==> config.mk <==
export PLATFORM = sky130hd
export DESIGN_NAME = phase_sequencer
export DESIGN_NICKNAME = d
export VERILOG_FILES = /design/src/rtl/phase_sequencer.sv
export SDC_FILE = /design/constraint.sdc
export NUM_CORES = 1
export LEC_CHECK = 0
export BUFFER_PORTS_ARGS = -buffer_cell sky130_fd_sc_hd__buf_2
export CELL_PAD_IN_SITES_DETAIL_PLACEMENT = 1
export CELL_PAD_IN_SITES_GLOBAL_PLACEMENT = 2
export CORE_MARGIN = 1
export CORE_UTILIZATION = 35
export DETAILED_ROUTE_END_ITERATION = 6
export GPL_TIMING_DRIVEN = 0
export HOLD_SLACK_MARGIN = 0.08
export PLACE_DENSITY = 0.79
export SETUP_SLACK_MARGIN = 0.5
export SYNTH_ARGS = -nofsm -noshare
export SYNTH_HDL_FRONTEND = slang
export SYNTH_SLANG_ARGS = --single-unit
==> constraint.sdc <==
create_clock -name clk -period 2 [get_ports clk]
set_input_delay 0.1 -clock clk [delete_from_list [all_inputs] [get_ports clk]]
set_output_delay 0.1 -clock clk [all_outputs]
set_load 0.1 [all_outputs]
==> src/rtl/phase_sequencer.sv <==
// Three-phase strobe sequencer (RR -> F -> WB) started by a debounced step button or an auto-step timer.
// Each active phase holds its strobe high for PULSE_CYCLES and then low for PULSE_CYCLES.
module phase_sequencer #(
    parameter int DEBOUNCE_CYCLES = 1000000,
    parameter int PULSE_CYCLES    = 4,
    parameter int AUTO_PERIOD     = 50000000
) (
    input  logic        clk,
    input  logic        rst,
    input  logic        step_btn,
    input  logic        auto_en,
    input  logic        wr_req,
    output logic        clk_RR,
    output logic        clk_F,
    output logic        clk_WB,
    output logic        Reg_Write,
    output logic [1:0]  phase,
    output logic        busy,
    output logic [15:0] instr_cnt
);

    localparam int DB_W   = $clog2(DEBOUNCE_CYCLES + 1);
    localparam int AUTO_W = $clog2(AUTO_PERIOD + 1);
    localparam int PH_W   = $clog2(2 * PULSE_CYCLES + 1);

    localparam logic [DB_W-1:0]   DB_LAST   = DB_W'(DEBOUNCE_CYCLES - 1);
    localparam logic [AUTO_W-1:0] AUTO_LAST = AUTO_W'(AUTO_PERIOD - 1);
    localparam logic [PH_W-1:0]   PH_LAST   = PH_W'(2 * PULSE_CYCLES - 1);
    localparam logic [PH_W-1:0]   PULSE_LIM = PH_W'(PULSE_CYCLES);

    typedef enum logic [1:0] {
        ST_IDLE = 2'd0,
        ST_RR   = 2'd1,
        ST_F    = 2'd2,
        ST_WB   = 2'd3
    } state_t;

    state_t            state, next_state;
    logic [PH_W-1:0]   ph_cnt, next_cnt;
    logic              next_rr, next_f, next_wb, next_wr, strobe_on;
    logic [15:0]       next_instr;

    logic              sync_meta, sync_btn;
    logic              db_level, db_prev;
    logic [DB_W-1:0]   db_cnt;
    logic [AUTO_W-1:0] auto_cnt;
    logic              auto_tick;
    logic              btn_trig, trigger;

    always_ff @(posedge clk or posedge rst) begin
        if (rst) begin
            sync_meta <= 1'b0;
            sync_btn  <= 1'b0;
        end else begin
            sync_meta <= step_btn;
            sync_btn  <= sync_meta;
        end
    end

    // The level only flips once the synchronized input has disagreed with it for DEBOUNCE_CYCLES samples in a row.
    always_ff @(posedge clk or posedge rst) begin
        if (rst) begin
            db_level <= 1'b0;
            db_prev  <= 1'b0;
            db_cnt   <= '0;
        end else begin
            db_prev <= db_level;
            if (sync_btn == db_level) begin
                db_cnt <= '0;
            end else if (db_cnt == DB_LAST) begin
                db_level <= sync_btn;
                db_cnt   <= '0;
            end else begin
                db_cnt <= db_cnt + 1'b1;
            end
        end
    end

    always_ff @(posedge clk or posedge rst) begin
        if (rst) begin
            auto_cnt  <= '0;
            auto_tick <= 1'b0;
        end else if (!auto_en) begin
            auto_cnt  <= '0;
            auto_tick <= 1'b0;
        end else begin
            auto_tick <= (auto_cnt == AUTO_LAST);
            auto_cnt  <= (auto_cnt == AUTO_LAST) ? '0 : auto_cnt + 1'b1;
        end
    end

    assign btn_trig = db_level & ~db_prev;
    assign trigger  = btn_trig | auto_tick;

    always_ff @(posedge clk or posedge rst) begin
        if (rst) begin
            state     <= ST_IDLE;
            ph_cnt    <= '0;
            clk_RR    <= 1'b0;
            clk_F     <= 1'b0;
            clk_WB    <= 1'b0;
            Reg_Write <= 1'b0;
            instr_cnt <= '0;
        end else begin
            state     <= next_state;
            ph_cnt    <= next_cnt;
            clk_RR    <= next_rr;
            clk_F     <= next_f;
            clk_WB    <= next_wb;
            Reg_Write <= next_wr;
            instr_cnt <= next_instr;
        end
    end

    // Strobes are decoded from the next state so they leave the register stage clean.
    always_comb begin
        next_state = state;
        next_cnt   = ph_cnt;
        next_wr    = Reg_Write;
        next_instr = instr_cnt;
        case (state)
            ST_IDLE: begin
                if (trigger) begin
                    next_state = ST_RR;
                    next_cnt   = '0;
                    next_wr    = wr_req;
                end
            end
            default: begin
                if (ph_cnt == PH_LAST) begin
                    next_cnt = '0;
                    case (state)
                        ST_RR:   next_state = ST_F;
                        ST_F:    next_state = ST_WB;
                        default: begin
                            next_state = ST_IDLE;
                            next_wr    = 1'b0;
                            next_instr = instr_cnt + 16'd1;
                        end
                    endcase
                end else begin
                    next_cnt = ph_cnt + 1'b1;
                end
            end
        endcase
        strobe_on = (next_state != ST_IDLE) && (next_cnt < PULSE_LIM);
        next_rr   = strobe_on && (next_state == ST_RR);
        next_f    = strobe_on && (next_state == ST_F);
        next_wb   = strobe_on && (next_state == ST_WB);
    end

    assign phase = state;
    assign busy  = (state != ST_IDLE);

endmodule

==> results.yml <==
yosys:
  yosysMostFrequentCell: "dfrtp_1"
  yosys-mux-area-fraction: 0.00869
  async_flop_share: 1.00
  yosys.area_share.simple: 0.245
  synth_xor_area_frac: 0.0983
  synthFlopType: "dfrtp_1"
  syn_nets: 383
  postSynthAreaPerCell_um2: 10.1
  synth_warnings: 0
  synth-edff-count: 0
  synth_top_family_by_area: "simple AND/OR/NAND/NOR gates"
  synth-compound-area-share: 0.0762
  synth.distinct_cells: 44
  synth.area.top_cells: "dfrtp_1 (51%), xor2_1 (5.4%), xnor2_1 (4.4%), nor2_1 (3.9%), nand3_1 (3.6%)"
  netlist_instances: 371
  synthAdderAreaFrac: 0.0234
  synth_area_mm2: 0.00374
  yosys.area.top_type: "dfrtp_1"
  yosys.area.top_type_share: 0.515
  synth_common_cells: "dfrtp_1 (77), nor2_1 (39), nand3_1 (27)"
  seq_area_frac_synth: 0.515
  ys_seq_elements: 77
grt:
  grt_usage: 0.207
  gr-total-overflow: 0
  antenna_found_initial: 0
  grt_max_degree: 31
  grt_pass1_vias: 3583
  grt_pass1_wl_um: 18100
drt:
  ant_nets: 0
  totalWireLength_um: 11600
  first_iter_violations: 105
  viasPerCell: 5.23
  firstDrtPassIters: 4
  post-route-drc-count: 0
  avgRoutedWirePerCell_um: 18.1
  vias: 3347
power:
  p_per_area_mw_per_mm2: 852
  ir_drop_v: 0.000499
  power.total_mw: 4.91
  p_leak_nw: 2.51
clock_tree:
  clk_latency_ps: 350
  cts_sinks: 77
  clock_path_buffers: 2
  cts_tree: "done"
  htreeDepth: 3
  cts-root-buf: "clkbuf_8"
  cts_buffers: 9
  cts.clk_slew.worst_paths_ps: 90
critical_path:
  crit_top_cell: "buf_4"
  worstPathRequired_ps: 2280
  cp_top_family: "simple AND/OR/NAND/NOR gates"
  cp.buffers_inverters: 2
  reg2reg_from: "auto_cnt[7]"
  path_cells: "buf_4 > and4_4 > nand4_1 > buf_4 > or4_1 > a21oi_2"
  crit_path_max_fanout: 7
  path_class: "reg -> reg"
  r2r-end: "auto_cnt[24]"
  crit_slowest_cell: "dfrtp_2"
  r2r_setup_slack_ps: 270
  startpoint: "auto_cnt[7]"
  crit_cells: 6
  slowest_delay_ps: 430
  arrival_ps: 2010
  rr_worst_depth: 6
  critPathCaptureType: "flop"
  start_kind: "flop"
min_path:
  hold_class: "in -> async"
sta:
  final_hold_viol_count: 0
  fin_skew_ps: 17.1
  rsz0062_at_grt: "yes"
  report.final.slew_viol_count: 0
  worst_pin_slew_ps: 547
  whs_ps: 343
  fin_tns_setup_ps: 0
  fmax_ghz: 0.579
  min_period_over_period: 0.864
  setup_violations: 0
  period_minus_slack_ps: 1730
  slew_headroom: 0.634
  fin_ws_ps: 273
floorplan:
  num_rows: 37
  core_area_mm2: 0.0103
  io_pins: 28
  die_w_um: 105
  start_util: 0.363
  fp.dieH_um: 105
  die_area_mm2: 0.0111
layout:
  nNetsFinal: 511
  fin_util: 0.558
  design_area_mm2: 0.00576
  antenna_cells: 0
  drive_gt1_frac: 0.546
  areaGrowthSynthToFinish_pct: 54.0
  final_cells: 640
placement:
  dp.cells: 536
  gp_congestion: 0.714
  place_area_mm2: 0.00433
  place_ws_ps: -19.1
  dp_hpwl_um: 6250
  io_buffer_count: 27
run_status:
  status: "finished clean"
run:
  drv_cap: 0
==> tightest hold or removal path, delay by kind of cell <==
| family | cells | cell delay [ps] |
|---|---|---|
| buffers and inverters | 3 | 1030 |
==> placed cells by master, fill, tap and decap left out, types with 3 or more instances in the layout <==
cell type and instances:
or4_1 5, and4_4 4, buf_12 4, buf_2 26, nor2_4 9, nand3_2 3, nand3_4 3, nand2_1 21
nor2_1 7, xor2_1 23, nand3_1 21, a21oi_2 16, buf_4 67, o31ai_1 9, buf_6 20, or4_4 4
clkbuf_8 11, inv_1 13, nor2_2 23, nor3_1 3, dfrtp_1 52, nand4_1 11, nor4_4 5, o21ai_0 6
dfrtp_2 23, ha_4 4, or3_1 6, and4_1 4, and3_1 4, xnor2_1 19, nor3_2 3, dlygate4sd3_1 4
==> cells by family after synthesis <==
group           after synthesis
flops                        77
buf+inv                      30
simple gates                167
xor+xnor                     42
compound gates               45
mux                           3
fa+ha+maj                     7
==> report_power, final <==
part / switching [mW] / internal (mW) / leakage, nW / total (mW)
clock network: 0.601 / 0.648 / 0.104 / 1.25
registers: 0.109 / 1.69 / 1.01 / 1.79
logic: 1.13 / 0.735 / 1.39 / 1.87
==> flip-flops by register name, indices dropped and copies added, names as in the netlist <==
register   flops
db_cnt        20
clk_F          1
clk_WB         1
db_level       1
auto_cnt      26
sync_btn       1
auto_tick      1
clk_RR         1
Reg_Write      1
db_prev        1
phase          2
ph_cnt         4
instr_cnt     16
sync_meta      1
==> metal layers <==
| metal | GRT usage | vias up | part of all wire | wire length, um |
|---|---|---|---|---|
| li1 | - | 1579 | - | - |
| met1 | 0.258 | 1709 | 0.43 | 4930 |
| met2 | 0.369 | 42 | 0.54 | 6240 |
| met3 | 0.0284 | 17 | 0.019 | 221 |
| met4 | 0.0654 | 0 | 0.016 | 180 |
| met5 | 0 | - | 0 | 0 |
==> timing repair <==
item	CTS	global route
hold buffers	4	0
resized for setup	74	76
endpoints found under the setup margin	66	69
gates cloned	3	1
buffers inserted	60	20
hold endpoints to repair	25	0
pin swaps	44	36
==> cell type report <==
cell class                 count  area (um^2)
buffer                        12          145
clock buffer                  13          159
clock inverter                 3         43.8
fill                        1114         4560
inverter                      18         77.6
multi-input combinational    264         2260
sequential                    77         1960
tap                          136          170
timing repair buffer         117          938
==> how the worst max path moves through the flow <==
stage	endpoint	slack, ps
after floorplan	Reg_Write	-200
after global placement	instr_cnt[13]	50
after detailed placement	instr_cnt[13]	-20
after CTS	auto_cnt[12]	330
after global routing	auto_cnt[24]	160
final	auto_cnt[24]	270
No activity file was read; power rests on OpenSTA's default activity.
